**src/rtl/score_tracker_if.sv**
```systemverilog
// Bundle between the game controller / note judge (master) and score_tracker (slave).
interface score_tracker_if #(
    parameter int NUM_LANES = 4,
    parameter int SCORE_W   = 14,
    parameter int COMBO_W   = 14,
    parameter int MISS_W    = 10
);
    logic [1:0]           state;
    logic [NUM_LANES-1:0] correct_hit;
    logic [NUM_LANES-1:0] incorrect_hit;
    logic [SCORE_W-1:0]   score;
    logic [COMBO_W-1:0]   combo_count;
    logic [COMBO_W-1:0]   max_combo;
    logic [3:0]           multiplier;
    logic [MISS_W-1:0]    miss_count;
    logic [SCORE_W-1:0]   high_score;

    modport master (
        output state, correct_hit, incorrect_hit,
        input  score, combo_count, max_combo, multiplier, miss_count, high_score
    );

    modport slave (
        input  state, correct_hit, incorrect_hit,
        output score, combo_count, max_combo, multiplier, miss_count, high_score
    );
endinterface

```
**src/rtl/score_tracker.sv**
```systemverilog
// Multi-lane rhythm-game scorer: synchronised hit/miss edges drive saturating score, combo,
// tiered multiplier, best combo and miss count. Optional high score under SCORE_HISCORE_EN.
module score_tracker #(
    parameter int NUM_LANES = 4,
    parameter int SCORE_W   = 14,
    parameter int COMBO_W   = 14,
    parameter int MISS_W    = 10,
    parameter int T1        = 3,
    parameter int T2        = 6,
    parameter int T3        = 10,
    parameter int M1        = 2,
    parameter int M2        = 4,
    parameter int M3        = 8
) (
    input  logic             clk,
    input  logic             rst_n,
    score_tracker_if.slave   bus
);
    localparam int WIDE_W  = SCORE_W + 4;
    localparam int CWIDE_W = COMBO_W + 4;
    localparam int MWIDE_W = MISS_W + 4;

    typedef enum logic [1:0] {
        ST_PLAY  = 2'd0,
        ST_PAUSE = 2'd1,
        ST_RESET = 2'd2,
        ST_OVER  = 2'd3
    } game_state_e;

    function automatic logic [3:0] popcount(input logic [NUM_LANES-1:0] v);
        logic [3:0] n;
        n = 4'd0;
        for (int i = 0; i < NUM_LANES; i++) begin
            n = n + {3'd0, v[i]};
        end
        return n;
    endfunction

    function automatic logic [3:0] tier(input logic [COMBO_W-1:0] c);
        logic [3:0] t;
        if (c >= COMBO_W'(T3)) begin
            t = 4'(M3);
        end else if (c >= COMBO_W'(T2)) begin
            t = 4'(M2);
        end else if (c >= COMBO_W'(T1)) begin
            t = 4'(M1);
        end else begin
            t = 4'd1;
        end
        return t;
    endfunction

    game_state_e          state_s;
    logic [NUM_LANES-1:0] hit_s1_q, hit_s2_q, hit_edge_q, hit_pulse_q;
    logic [NUM_LANES-1:0] miss_s1_q, miss_s2_q, miss_edge_q, miss_pulse_q;
    logic [SCORE_W-1:0]   score_q, score_d;
    logic [COMBO_W-1:0]   combo_q, combo_d;
    logic [COMBO_W-1:0]   max_q, max_d;
    logic [3:0]           mult_q, mult_d;
    logic [MISS_W-1:0]    miss_q, miss_d;
    logic [3:0]           h_s, m_s;
    logic [WIDE_W-1:0]    score_sum_s;
    logic [CWIDE_W-1:0]   combo_sum_s;
    logic [MWIDE_W-1:0]   miss_sum_s;
    logic [SCORE_W-1:0]   score_sat_s;
    logic [COMBO_W-1:0]   combo_sat_s;
    logic [MISS_W-1:0]    miss_sat_s;

    assign state_s = game_state_e'(bus.state);

    // Two-flop synchroniser, edge flop and registered rising-edge pulse per lane.
    always_ff @(posedge clk or negedge rst_n) begin
        if (!rst_n) begin
            hit_s1_q     <= {NUM_LANES{1'b0}};
            hit_s2_q     <= {NUM_LANES{1'b0}};
            hit_edge_q   <= {NUM_LANES{1'b0}};
            hit_pulse_q  <= {NUM_LANES{1'b0}};
            miss_s1_q    <= {NUM_LANES{1'b0}};
            miss_s2_q    <= {NUM_LANES{1'b0}};
            miss_edge_q  <= {NUM_LANES{1'b0}};
            miss_pulse_q <= {NUM_LANES{1'b0}};
        end else begin
            hit_s1_q     <= bus.correct_hit;
            hit_s2_q     <= hit_s1_q;
            hit_edge_q   <= hit_s2_q;
            hit_pulse_q  <= hit_s2_q & ~hit_edge_q;
            miss_s1_q    <= bus.incorrect_hit;
            miss_s2_q    <= miss_s1_q;
            miss_edge_q  <= miss_s2_q;
            miss_pulse_q <= miss_s2_q & ~miss_edge_q;
        end
    end

    // Wide sums so that every counter clamps at all-ones instead of wrapping.
    always_comb begin
        h_s         = popcount(hit_pulse_q);
        m_s         = popcount(miss_pulse_q);
        score_sum_s = WIDE_W'(score_q) + (WIDE_W'(h_s) * WIDE_W'(mult_q));
        combo_sum_s = CWIDE_W'(combo_q) + CWIDE_W'(h_s);
        miss_sum_s  = MWIDE_W'(miss_q) + MWIDE_W'(m_s);
        score_sat_s = (|score_sum_s[WIDE_W-1:SCORE_W]) ? {SCORE_W{1'b1}} : score_sum_s[SCORE_W-1:0];
        combo_sat_s = (|combo_sum_s[CWIDE_W-1:COMBO_W]) ? {COMBO_W{1'b1}} : combo_sum_s[COMBO_W-1:0];
        miss_sat_s  = (|miss_sum_s[MWIDE_W-1:MISS_W]) ? {MISS_W{1'b1}} : miss_sum_s[MISS_W-1:0];
    end

    // Next-state scoring; a miss in a cycle overrides any hits in that same cycle.
    always_comb begin
        score_d = score_q;
        combo_d = combo_q;
        max_d   = max_q;
        mult_d  = mult_q;
        miss_d  = miss_q;
        case (state_s)
            ST_PLAY: begin
                if (m_s != 4'd0) begin
                    combo_d = {COMBO_W{1'b0}};
                    mult_d  = 4'd1;
                    miss_d  = miss_sat_s;
                end else if (h_s != 4'd0) begin
                    score_d = score_sat_s;
                    combo_d = combo_sat_s;
                    mult_d  = tier(combo_sat_s);
                    max_d   = (combo_sat_s > max_q) ? combo_sat_s : max_q;
                end else begin
                    score_d = score_q;
                end
            end
            ST_RESET: begin
                score_d = {SCORE_W{1'b0}};
                combo_d = {COMBO_W{1'b0}};
                max_d   = {COMBO_W{1'b0}};
                mult_d  = 4'd1;
                miss_d  = {MISS_W{1'b0}};
            end
            ST_PAUSE: score_d = score_q;
            ST_OVER:  score_d = score_q;
            default:  score_d = score_q;
        endcase
    end

    // Scoring registers.
    always_ff @(posedge clk or negedge rst_n) begin
        if (!rst_n) begin
            score_q <= {SCORE_W{1'b0}};
            combo_q <= {COMBO_W{1'b0}};
            max_q   <= {COMBO_W{1'b0}};
            mult_q  <= 4'd1;
            miss_q  <= {MISS_W{1'b0}};
        end else begin
            score_q <= score_d;
            combo_q <= combo_d;
            max_q   <= max_d;
            mult_q  <= mult_d;
            miss_q  <= miss_d;
        end
    end

    assign bus.score       = score_q;
    assign bus.combo_count = combo_q;
    assign bus.max_combo   = max_q;
    assign bus.multiplier  = mult_q;
    assign bus.miss_count  = miss_q;

`ifdef SCORE_HISCORE_EN
    logic [SCORE_W-1:0] high_q, high_d;

    // High score only advances while the game is over; RESET state leaves it alone.
    always_comb begin
        if ((state_s == ST_OVER) && (score_q > high_q)) begin
            high_d = score_q;
        end else begin
            high_d = high_q;
        end
    end

    // High score register, cleared only by power-on reset.
    always_ff @(posedge clk or negedge rst_n) begin
        if (!rst_n) begin
            high_q <= {SCORE_W{1'b0}};
        end else begin
            high_q <= high_d;
        end
    end

    assign bus.high_score = high_q;
`else
    assign bus.high_score = {SCORE_W{1'b0}};
`endif
endmodule

```
**src/flat_wrapper.sv**
```systemverilog
// flat-port wrapper written by rule: the top's interface ports become plain ports
module score_tracker_flat 
#(
    parameter int NUM_LANES = 4,
    parameter int SCORE_W   = 14,
    parameter int COMBO_W   = 14,
    parameter int MISS_W    = 10,
    parameter int T1        = 3,
    parameter int T2        = 6,
    parameter int T3        = 10,
    parameter int M1        = 2,
    parameter int M2        = 4,
    parameter int M3        = 8
)
  (clk, rst_n, bus_state, bus_correct_hit, bus_incorrect_hit, bus_score, bus_combo_count, bus_max_combo, bus_multiplier, bus_miss_count, bus_high_score);
  score_tracker_if #(.NUM_LANES(NUM_LANES), .SCORE_W(SCORE_W), .COMBO_W(COMBO_W), .MISS_W(MISS_W)) bus_i ();
  input  logic clk;
  input  logic rst_n;
  input wire logic [$bits(bus_i.state)-1:0] bus_state;
  input wire logic [$bits(bus_i.correct_hit)-1:0] bus_correct_hit;
  input wire logic [$bits(bus_i.incorrect_hit)-1:0] bus_incorrect_hit;
  output wire logic [$bits(bus_i.score)-1:0] bus_score;
  output wire logic [$bits(bus_i.combo_count)-1:0] bus_combo_count;
  output wire logic [$bits(bus_i.max_combo)-1:0] bus_max_combo;
  output wire logic [$bits(bus_i.multiplier)-1:0] bus_multiplier;
  output wire logic [$bits(bus_i.miss_count)-1:0] bus_miss_count;
  output wire logic [$bits(bus_i.high_score)-1:0] bus_high_score;
  assign bus_i.state = bus_state;
  assign bus_i.correct_hit = bus_correct_hit;
  assign bus_i.incorrect_hit = bus_incorrect_hit;
  assign bus_score = bus_i.score;
  assign bus_combo_count = bus_i.combo_count;
  assign bus_max_combo = bus_i.max_combo;
  assign bus_multiplier = bus_i.multiplier;
  assign bus_miss_count = bus_i.miss_count;
  assign bus_high_score = bus_i.high_score;
  score_tracker #(.NUM_LANES(NUM_LANES), .SCORE_W(SCORE_W), .COMBO_W(COMBO_W), .MISS_W(MISS_W), .T1(T1), .T2(T2), .T3(T3), .M1(M1), .M2(M2), .M3(M3)) u_core (.clk(clk), .rst_n(rst_n), .bus(bus_i));
endmodule
```
**config.mk**
```make
export PLATFORM = sky130hd
export DESIGN_NAME = score_tracker_flat
export DESIGN_NICKNAME = d
export VERILOG_FILES = /design/src/rtl/score_tracker_if.sv /design/src/rtl/score_tracker.sv /design/src/flat_wrapper.sv
export SDC_FILE = /design/constraint.sdc
export NUM_CORES = 1
export LEC_CHECK = 0
export CORE_ASPECT_RATIO = 0.6
export CORE_UTILIZATION = 56
export DETAILED_ROUTE_END_ITERATION = 6
export MAX_ROUTING_LAYER = met4
export PLACE_DENSITY = 0.83
export SKIP_CTS_REPAIR_TIMING = 1
export SLEW_MARGIN = 20
export SYNTH_ARGS = -nofsm -noshare
export SYNTH_HDL_FRONTEND = slang
export SYNTH_SLANG_ARGS = --single-unit
```
**constraint.sdc**
```tcl
create_clock -name clk -period 12.42 [get_ports clk]
set_input_delay 2.484 -clock clk [delete_from_list [all_inputs] [get_ports clk]]
set_output_delay 2.484 -clock clk [all_outputs]
set_load 0.005 [all_outputs]
```
==> results.txt, run 1 <==
Minimum clock period = 5220 ps
Largest net degree at the start of global routing = 59
Async set or reset register ratio after synthesis = 100%
Max Fanout on Critical Path = 22
Crit path DAT = 5430 ps
Slew Limit Fails = 0
Hold Crit Class = reg2reg
H-tree depth = 3
Via count = 4231
Crit Path Class = reg2reg
CTS Sinks = 88
FF-to-FF path depth = 15
Sw power = 0.000200 W
Synth Register Bits = 88
DR WL/cell = 17.4 um
Filler cells = 693
GRT Util Overall = 28.9%
Flop pwr share = 45.1%
Port buffer count = 67
Switching share of power = 29.0%
Power Density = 110 nW/um2
Syn Inst Count = 534
Initial Util = 57.7%
HPWL Detailed = 9050 um
Max VDD drop = 74.3 uV
Ant. Diodes = 0
Status = complete, no violations
Die area = 9830 um2
DP Cell Count = 713
Worst slew pin tran = 935 ps
CTS tree = built
Unrepaired setup endpoints after global routing = no
Crit path from = u_core.hit_pulse_q[0]
GRT Residual Overflow = 0
Static Leakage = 3.02 nW
Finished Core Util = 68.3%
Max Cap Violations = 0
Max clock buf depth = 2
Initial antenna violation count = 0
Core area = 9160 um2
Final worst path period share = 42.0%
Final WL = 12700 um
Final ANT Viol Nets = 0
Clk pwr share = 37.6%
Drt pass-1 iters = 5
Starting DRC count in detailed routing = 560
R2R Setup Slk = 7200 ps
Layout Cells excl Fill = 729
Post-synthesis cell area = 5280 um2
Setup crit end = u_core.bus.max_combo[9]
# setup viols final = 0
Type of origin of the critical path = flip-flop
Synthesis warning total = 0
Worst r2r src = u_core.hit_pulse_q[0]
Die Ht = 77.2 um
Boundary Pins = 82
Routability cong. = 1.01
Pint = 0.000489 W
Drt drc = 0
Clock latency at the later pin of the worst-skew pair = 350 ps
Number of global-route vias before repair = 4128
Primary FF master, synth = dfrtp_1
Count of different cell masters after synthesis = 65
Area delta synth->final = 18.4%
Fin Setup TNS = 0 ps
Register area share after synthesis = 41.7%
Root buf cell = clkbuf_16
Cell Rows = 27
Global-route wire length before repair = 21000 um
Req. time, crit path = 12630 ps
Vias per cell = 5.80
Critical Path End Type = flip-flop
Final Net Count = 657
Share of layout cells above drive strength 1 = 6.18%
Gate power share = 17.3%
Hold Vio Cnt, Final = 0
Clock skew = 4.01 ps
Post-synth EDFFs = 0
Chip Width = 127 um
Peak Freq = 192 MHz
Worst R2R End = u_core.bus.max_combo[9]
Synth Area per Inst = 9.89 um2
CTS Buf Count = 9
Max_slew headroom = 37.7%
Clock transition at path regs = 70 ps
## worst min-delay path by stage
stage,from,to,cells past startpoint
after CTS,u_core.miss_s1_q[0],u_core.miss_s2_q[0],0
after global routing,u_core.miss_s1_q[2],u_core.miss_s2_q[2],0
after global placement,u_core.miss_s1_q[0],u_core.miss_s2_q[0],0
after floorplan,u_core.hit_s1_q[0],u_core.hit_s2_q[0],0
after detailed placement,u_core.miss_s1_q[0],u_core.miss_s2_q[0],0
final,u_core.miss_s1_q[0],u_core.miss_s2_q[0],0
## final cells by class
cell class	instances	area (um2)	share of cell area, %
multi-input combinational	369	2710	43.3
sequential	88	2200	35.3
timing repair buffer	69	683	10.9
clock buffer	10	229	3.66
inverter	57	214	3.42
tap	130	163	2.60
clock inverter	6	51.3	0.821
## stage by stage
stage | power, W | hold slack, ps | instance area (um2) | setup slack, ps
finish | 0.000689 | 348 | 6250 | 7200
global route | 0.000719 | 353 | 6250 | 6820
CTS | 0.000692 | 351 | 6250 | 7330
detailed placement | 0.000430 | 336 | 5970 | 7310
global placement | 0.000425 | 333 | 5970 | 7410
floorplan | 0.000387 | 331 | 5330 | 8120
## power by group through the flow
stage	combinational (W)	sequential [W]	clock, W
finish	0.000119	0.000310	0.000259
global route	0.000132	0.000312	0.000275
CTS	0.000118	0.000311	0.000263
detailed placement	0.000115	0.000316	0
global placement	0.000110	0.000315	0
floorplan	0.0000735	0.000313	0
## layout by cell type, fill, tap and decap left out, types with 10 or more instances in the layout
master           netlist  final
dfrtp_1               87     87
clkdlybuf4s50_1        0     66
inv_1                 57     57
nand2_1               52     52
ha_1                  41     41
o21ai_0               27     27
nor2_1                23     23
a21oi_1               20     20
nor2b_1               14     14
a22o_1                14     14
conb_1                 1     14
and2_1                11     11
fa_1                  10     10
## cells by family after synthesis
| logic type | count (synthesis) | share of synthesized area [%] |
|---|---|---|
| compound gates | 131 | 17.9 |
| xor+xnor | 11 | 1.83 |
| fa+ha+maj | 51 | 13.5 |
| buf+inv | 90 | 7.92 |
| flops | 88 | 41.7 |
| mux | 8 | 1.54 |
| other cells | 1 | 0.0710 |
| simple gates | 154 | 15.5 |
## cell usage after synthesis (2+ instances only)
library cell,n,share of area (%)
nand2b_1,7,0.83
nor3_1,3,0.28
o31ai_1,4,0.57
and4_1,3,0.50
o31ai_2,2,0.47
nand2_1,52,3.7
buf_4,18,2.6
mux2i_1,7,1.3
a31o_2,3,0.50
a211oi_1,6,0.85
a21o_1,8,1.1
a41oi_1,3,0.50
xnor2_1,5,0.83
nand3_1,9,0.85
nand4_1,9,1.1
a22oi_1,8,1.1
a211o_1,2,0.33
nor2_1,23,1.6
xor2_1,6,1.0
inv_1,57,4.1
dfrtp_1,87,41
buf_2,4,0.38
o21a_1,5,0.71
a22o_1,14,2.3
nor2b_1,14,1.7
and2_1,11,1.3
a21oi_1,20,1.9
ha_1,41,9.7
a31oi_1,2,0.24
fa_1,10,3.8
or2_2,3,0.36
nor3b_1,4,0.57
o21ai_0,27,2.6
and3_1,4,0.47
o32ai_1,2,0.33
clkbuf_1,10,0.71
o211ai_1,6,0.85
nor4b_1,3,0.50
o21bai_1,3,0.43
o2111ai_1,4,0.66
## worst max-delay path: stages, from the launching register on
cell and delay [ps]:
dfrtp_1 370, ha_1 270, inv_1 40, fa_1 340, inv_1 60, ha_1 270
ha_1 450, a211oi_2 160, nor4b_1 690, o21ai_0 410, ha_1 430, nand4_1 110
nor4_1 310, a311o_1 790, mux2i_1 250, o21ai_0 100
## metal layers
layer  GRT usage, %  vias up  wire length [um]
met2           40.5      186              5620
met5              -        -                 0
met4           10.1        0               315
met3           7.26       33               992
li1               -     1970                 -
met1           40.6     2042              5740
## state kept, by name, indices dropped and copies added, names as in the netlist
register / cells
u_core.bus.combo_count: 14
u_core.bus.max_combo: 14
u_core.bus.miss_count: 10
u_core.bus.multiplier: 4
u_core.bus.score: 14
u_core.hit_edge_q: 4
u_core.hit_pulse_q: 4
u_core.hit_s1_q: 4
u_core.hit_s2_q: 4
u_core.miss_edge_q: 4
u_core.miss_pulse_q: 4
u_core.miss_s1_q: 4
u_core.miss_s2_q: 4
Power figures use the tool's default switching activity.
==> run 2: changes to the inputs <==
CORE_UTILIZATION = 55   (was 56)
PLACE_DENSITY = 0.81   (was 0.83)
clock period = 5.24 ns   (was 12.42 ns; I/O delays follow)
==> results.txt, run 2 (synthesis results as in run 1) <==
Power Density = 265 nW/um2
HPWL Detailed = 8990 um
Number of global-route vias before repair = 3932
Status = complete, no violations
Vias per cell = 5.75
CTS Sinks = 88
Worst slew pin tran = 779 ps
GRT Residual Overflow = 0
Crit path DAT = 5260 ps
Commonest cells after routing, fill and taps aside = dfrtp_1 (87), clkdlybuf4s50_1 (66), inv_1 (57)
# setup viols final = 0
Max_slew headroom = 48.0%
Static Leakage = 3.05 nW
Clock latency at the later pin of the worst-skew pair = 350 ps
CTS tree = built
Finished Core Util = 68.1%
Final Power = 0.00167 W
Worst r2r src = u_core.hit_pulse_q[0]
CP Cell Sequence = ha_1 > inv_1 > fa_1 > inv_1 > ha_1 > inv_1 > fa_1 > nor2b_4 > o2111ai_1 > and4_1 > nor2_1 > ha_1 > nand4_1 > a211oi_1 > o41ai_1 > a311o_1 > buf_4 > or2_2 > a21oi_1
GRT Util Overall = 27.0%
Type of origin of the critical path = flip-flop
Clock skew = 9.05 ps
Final WL = 12300 um
Hold Vio Cnt, Final = 0
CP max-delay cell = fa_1
Largest net degree at the start of global routing = 89
Hold Startpoint = u_core.hit_s1_q[2]
Unrepaired setup endpoints after global routing = no
Sink of the worst hold path = u_core.hit_s2_q[2]
Initial Util = 57.0%
Slew Limit Fails = 0
Most common cell after layout, fill and taps aside = dfrtp_1
Boundary Pins = 82
Cell family with most CP delay = adder cells
FF-to-FF path depth = 19
Die Ht = 77.9 um
Fin Setup TNS = 0 ps
CTS Buf Count = 9
Cell Rows = 27
Global-route wire length before repair = 20100 um
Req. time, crit path = 5510 ps
Initial antenna violation count = 0
Final ANT Viol Nets = 0
Crit-path max cell delay = 530 ps
Clock transition at path regs = 70 ps
Port buffer count = 67
Die area = 10000 um2
Buffers plus inverters on the worst setup path = 4
Drt drc = 0
Max Cap Violations = 0
Routability cong. = 0.909
Final worst setup slack = 247 ps
Worst R2R End = u_core.bus.max_combo[0]
Hold path depth = 0
Share of layout cells above drive strength 1 = 6.82%
H-tree depth = 3
Root buf cell = clkbuf_16
R2R Setup Slk = 250 ps
Max clock buf depth = 2
Ant. Diodes = 0
Pre-CTS WS = 337 ps
Hold Crit Class = reg2reg
Max Fanout on Critical Path = 16
Starting DRC count in detailed routing = 443
DR WL/cell = 16.8 um
Core area = 9260 um2
Drt pass-1 iters = 5
Area delta synth->final = 19.4%
Final worst path period share = 95.3%
Chip Width = 128 um
Final Net Count = 659
Minimum clock period = 4990 ps
Peak Freq = 200 MHz
Crit Path Class = reg2reg
Critical Path End Type = flip-flop
Max VDD drop = 201 uV
Via count = 4202
run 2: layout make-up:
cell class                      count  area (um2)
Tap cell                          130         163
Inverter                           57         214
Fill cell                         700        2950
Sequential cell                    88        2200
Clock buffer                        9         225
Timing Repair Buffer               71         702
Multi-Input combinational cell    369        2710
Clock inverter                      7        83.8
run 2: through the flow:
step | cell area [um2] | hold WS (ps) | cells
5_1_grt | 6300 | 361 | 731
4_1_cts | 6290 | 351 | 731
3_5_place_dp | 5980 | 335 | 715
2_1_floorplan | 5330 | 331 | 547
6_report | 6300 | 350 | 731
3_3_place_gp | 5980 | 333 | 715
run 2: power breakdown:
| part | internal, W | switching, W |
|---|---|---|
| clock network | 0.000343 | 0.000316 |
| registers | 0.000711 | 0.0000221 |
| logic | 0.000119 | 0.000162 |
| total | 0.00117 | 0.000500 |
run 2: metal layers:
layer	up-vias	share of wire [%]	global-route usage (%)
li1	1975	-	-
met1	2033	47	38.5
met3	19	7.4	6.21
met5	-	0	-
met4	0	1.2	6.35
met2	175	44	39.0
run 2: worst max path at each step:
stage / from / to / slack [ps] / cells after the start
after global placement: u_core.hit_pulse_q[0] / u_core.bus.max_combo[0] / 490 / 19
final: u_core.hit_pulse_q[0] / u_core.bus.max_combo[0] / 250 / 19
after floorplan: u_core.hit_pulse_q[0] / u_core.bus.score[7] / 940 / 19
after detailed placement: u_core.hit_pulse_q[0] / u_core.bus.max_combo[0] / 340 / 19
after global routing: u_core.hit_pulse_q[0] / u_core.bus.max_combo[4] / 20 / 19
after CTS: u_core.hit_pulse_q[0] / u_core.bus.max_combo[0] / 310 / 19
==> run 3: changes to the inputs <==
GPL_ROUTABILITY_DRIVEN = 0   (was default)
==> results.txt, run 3 (synthesis results as in run 1) <==
Clock transition at path regs = 70 ps
Crit Path Class = reg2reg
H-tree depth = 3
Type of origin of the critical path = flip-flop
Final ANT Viol Nets = 0
Area delta synth->final = 19.1%
Multi-input gate area = 2710 um2
Boundary Pins = 82
CP Cell Sequence = ha_1 > inv_1 > fa_1 > inv_1 > ha_1 > ha_1 > a211oi_2 > nor4b_1 > and4_1 > nor2_1 > ha_1 > nand4_1 > a211oi_1 > o41ai_1 > a311o_2 > or2_2 > a21oi_1
CP max-delay cell = nor4b_1
Max_slew headroom = 45.6%
Cell Rows = 27
Port buffer count = 67
Crit-path max cell delay = 630 ps
Minimum clock period = 4940 ps
Power Density = 262 nW/um2
Final WL = 12400 um
Via count = 4271
Clock skew = 8.37 ps
DP Cell Count = 717
Worst slew pin tran = 815 ps
Max VDD drop = 197 uV
Share of layout cells above drive strength 1 = 7.13%
Starting DRC count in detailed routing = 354
Slew Limit Fails = 0
CTS Sinks = 88
Commonest cells after routing, fill and taps aside = dfrtp_1 (87), clkdlybuf4s50_1 (66), inv_1 (57)
Core area = 9260 um2
Max clock buf depth = 2
Ant. Diodes = 0
CTS tree = built
Worst hold slack = 349 ps
Cell family with most CP delay = adder cells
Die area = 10000 um2
Vias per cell = 5.83
Filler cells = 728
Max Fanout on Critical Path = 22
Clock latency at the later pin of the worst-skew pair = 360 ps
Critical Path End Type = flip-flop
Fin Setup TNS = 0 ps
Buffers plus inverters on the worst setup path = 2
GRT Residual Overflow = 0
Initial antenna violation count = 0
Drt drc = 0
Chip Width = 128 um
CP most frequent cell = ha_1
Hold Vio Cnt, Final = 0
Final Net Count = 661
Final worst path period share = 94.3%
Crit path DAT = 5210 ps
Number of global-route vias before repair = 4022
Most common cell after layout, fill and taps aside = dfrtp_1
HPWL Detailed = 8900 um
GRT Util Overall = 27.3%
Peak Freq = 202 MHz
Final Power = 0.00165 W
Drt pass-1 iters = 4
Status = complete, no violations
CTS Buf Count = 9
Root buf cell = clkbuf_16
Unrepaired setup endpoints after global routing = no
Max Cap Violations = 0
Die Ht = 77.9 um
Initial Util = 57.0%
Hold Crit Class = reg2reg
Layout Cells excl Fill = 733
DR WL/cell = 16.9 um
# setup viols final = 0
Req. time, crit path = 5510 ps
Global-route wire length before repair = 20200 um
Static Leakage = 3.05 nW
Largest net degree at the start of global routing = 65
Sequential cell area = 2200 um2
run 3: cell count changes in the layout (fill, tap and decap cells not counted), moves of 2 or more:
cell      delta
clkinv_8     -2
buf_4        +3
inv_6        +2
inv_8        -2
run 3: where the power goes:
group | total [W] | switching, W | internal, W
registers | 0.000732 | 0.0000210 | 0.000711
logic | 0.000280 | 0.000161 | 0.000118
clock network | 0.000634 | 0.000302 | 0.000332
total | 0.00165 | 0.000485 | 0.00116
run 3: final cells by class:
type / instances / area share [%]
sequential: 88 / 35.1
tap: 130 / 2.59
inverter: 57 / 3.40
clock buffer: 9 / 3.58
multi-input combinational: 369 / 43.1
timing repair buffer: 73 / 11.3
clock inverter: 7 / 0.955
run 3: per-stage QoR:
step | instance area [um2] | utilization (%) | setup slack (ps)
2_1_floorplan | 5330 | - | 935
3_3_place_gp | 6000 | 64.8 | 409
3_5_place_dp | 6000 | 64.8 | 196
4_1_cts | 6280 | 67.9 | 151
5_1_grt | 6290 | 67.9 | 44.9
6_report | 6290 | 67.9 | 298
run 3: path summary, 6_finish.rpt:
path,from,end,slack [ps],depth (start not counted)
min reg2reg,u_core.miss_s1_q[0],u_core.miss_s2_q[0],350,0
min in group asynchronous,rst_n,u_core.bus.combo_count[11],580,1
min,u_core.miss_s1_q[0],u_core.miss_s2_q[0],350,0
max reg2reg,u_core.hit_pulse_q[0],u_core.bus.max_combo[0],300,17
max,u_core.hit_pulse_q[0],u_core.bus.max_combo[0],300,17
max in group asynchronous,rst_n,u_core.hit_pulse_q[2],3530,2
run 3: layer usage:
metal  routed length (um)  vias to the layer above  GRT usage (%)
li1                     -                     1984              -
met1                 5570                     2097           37.0
met2                 5700                      172           40.8
met3                  955                       18           6.90
met4                  159                        0           7.41
met5                    0                        -              -
run 3: worst register-to-register path, delay by kind of cell (launching register included):
kind,cells,cell delay [ps]
adder cells (fa/ha/maj),5,1700
AND/OR/NAND/NOR,5,1470
AO/OA/AOI/OAI,5,1210
flip-flops,1,370
buffers and inverters,2,110
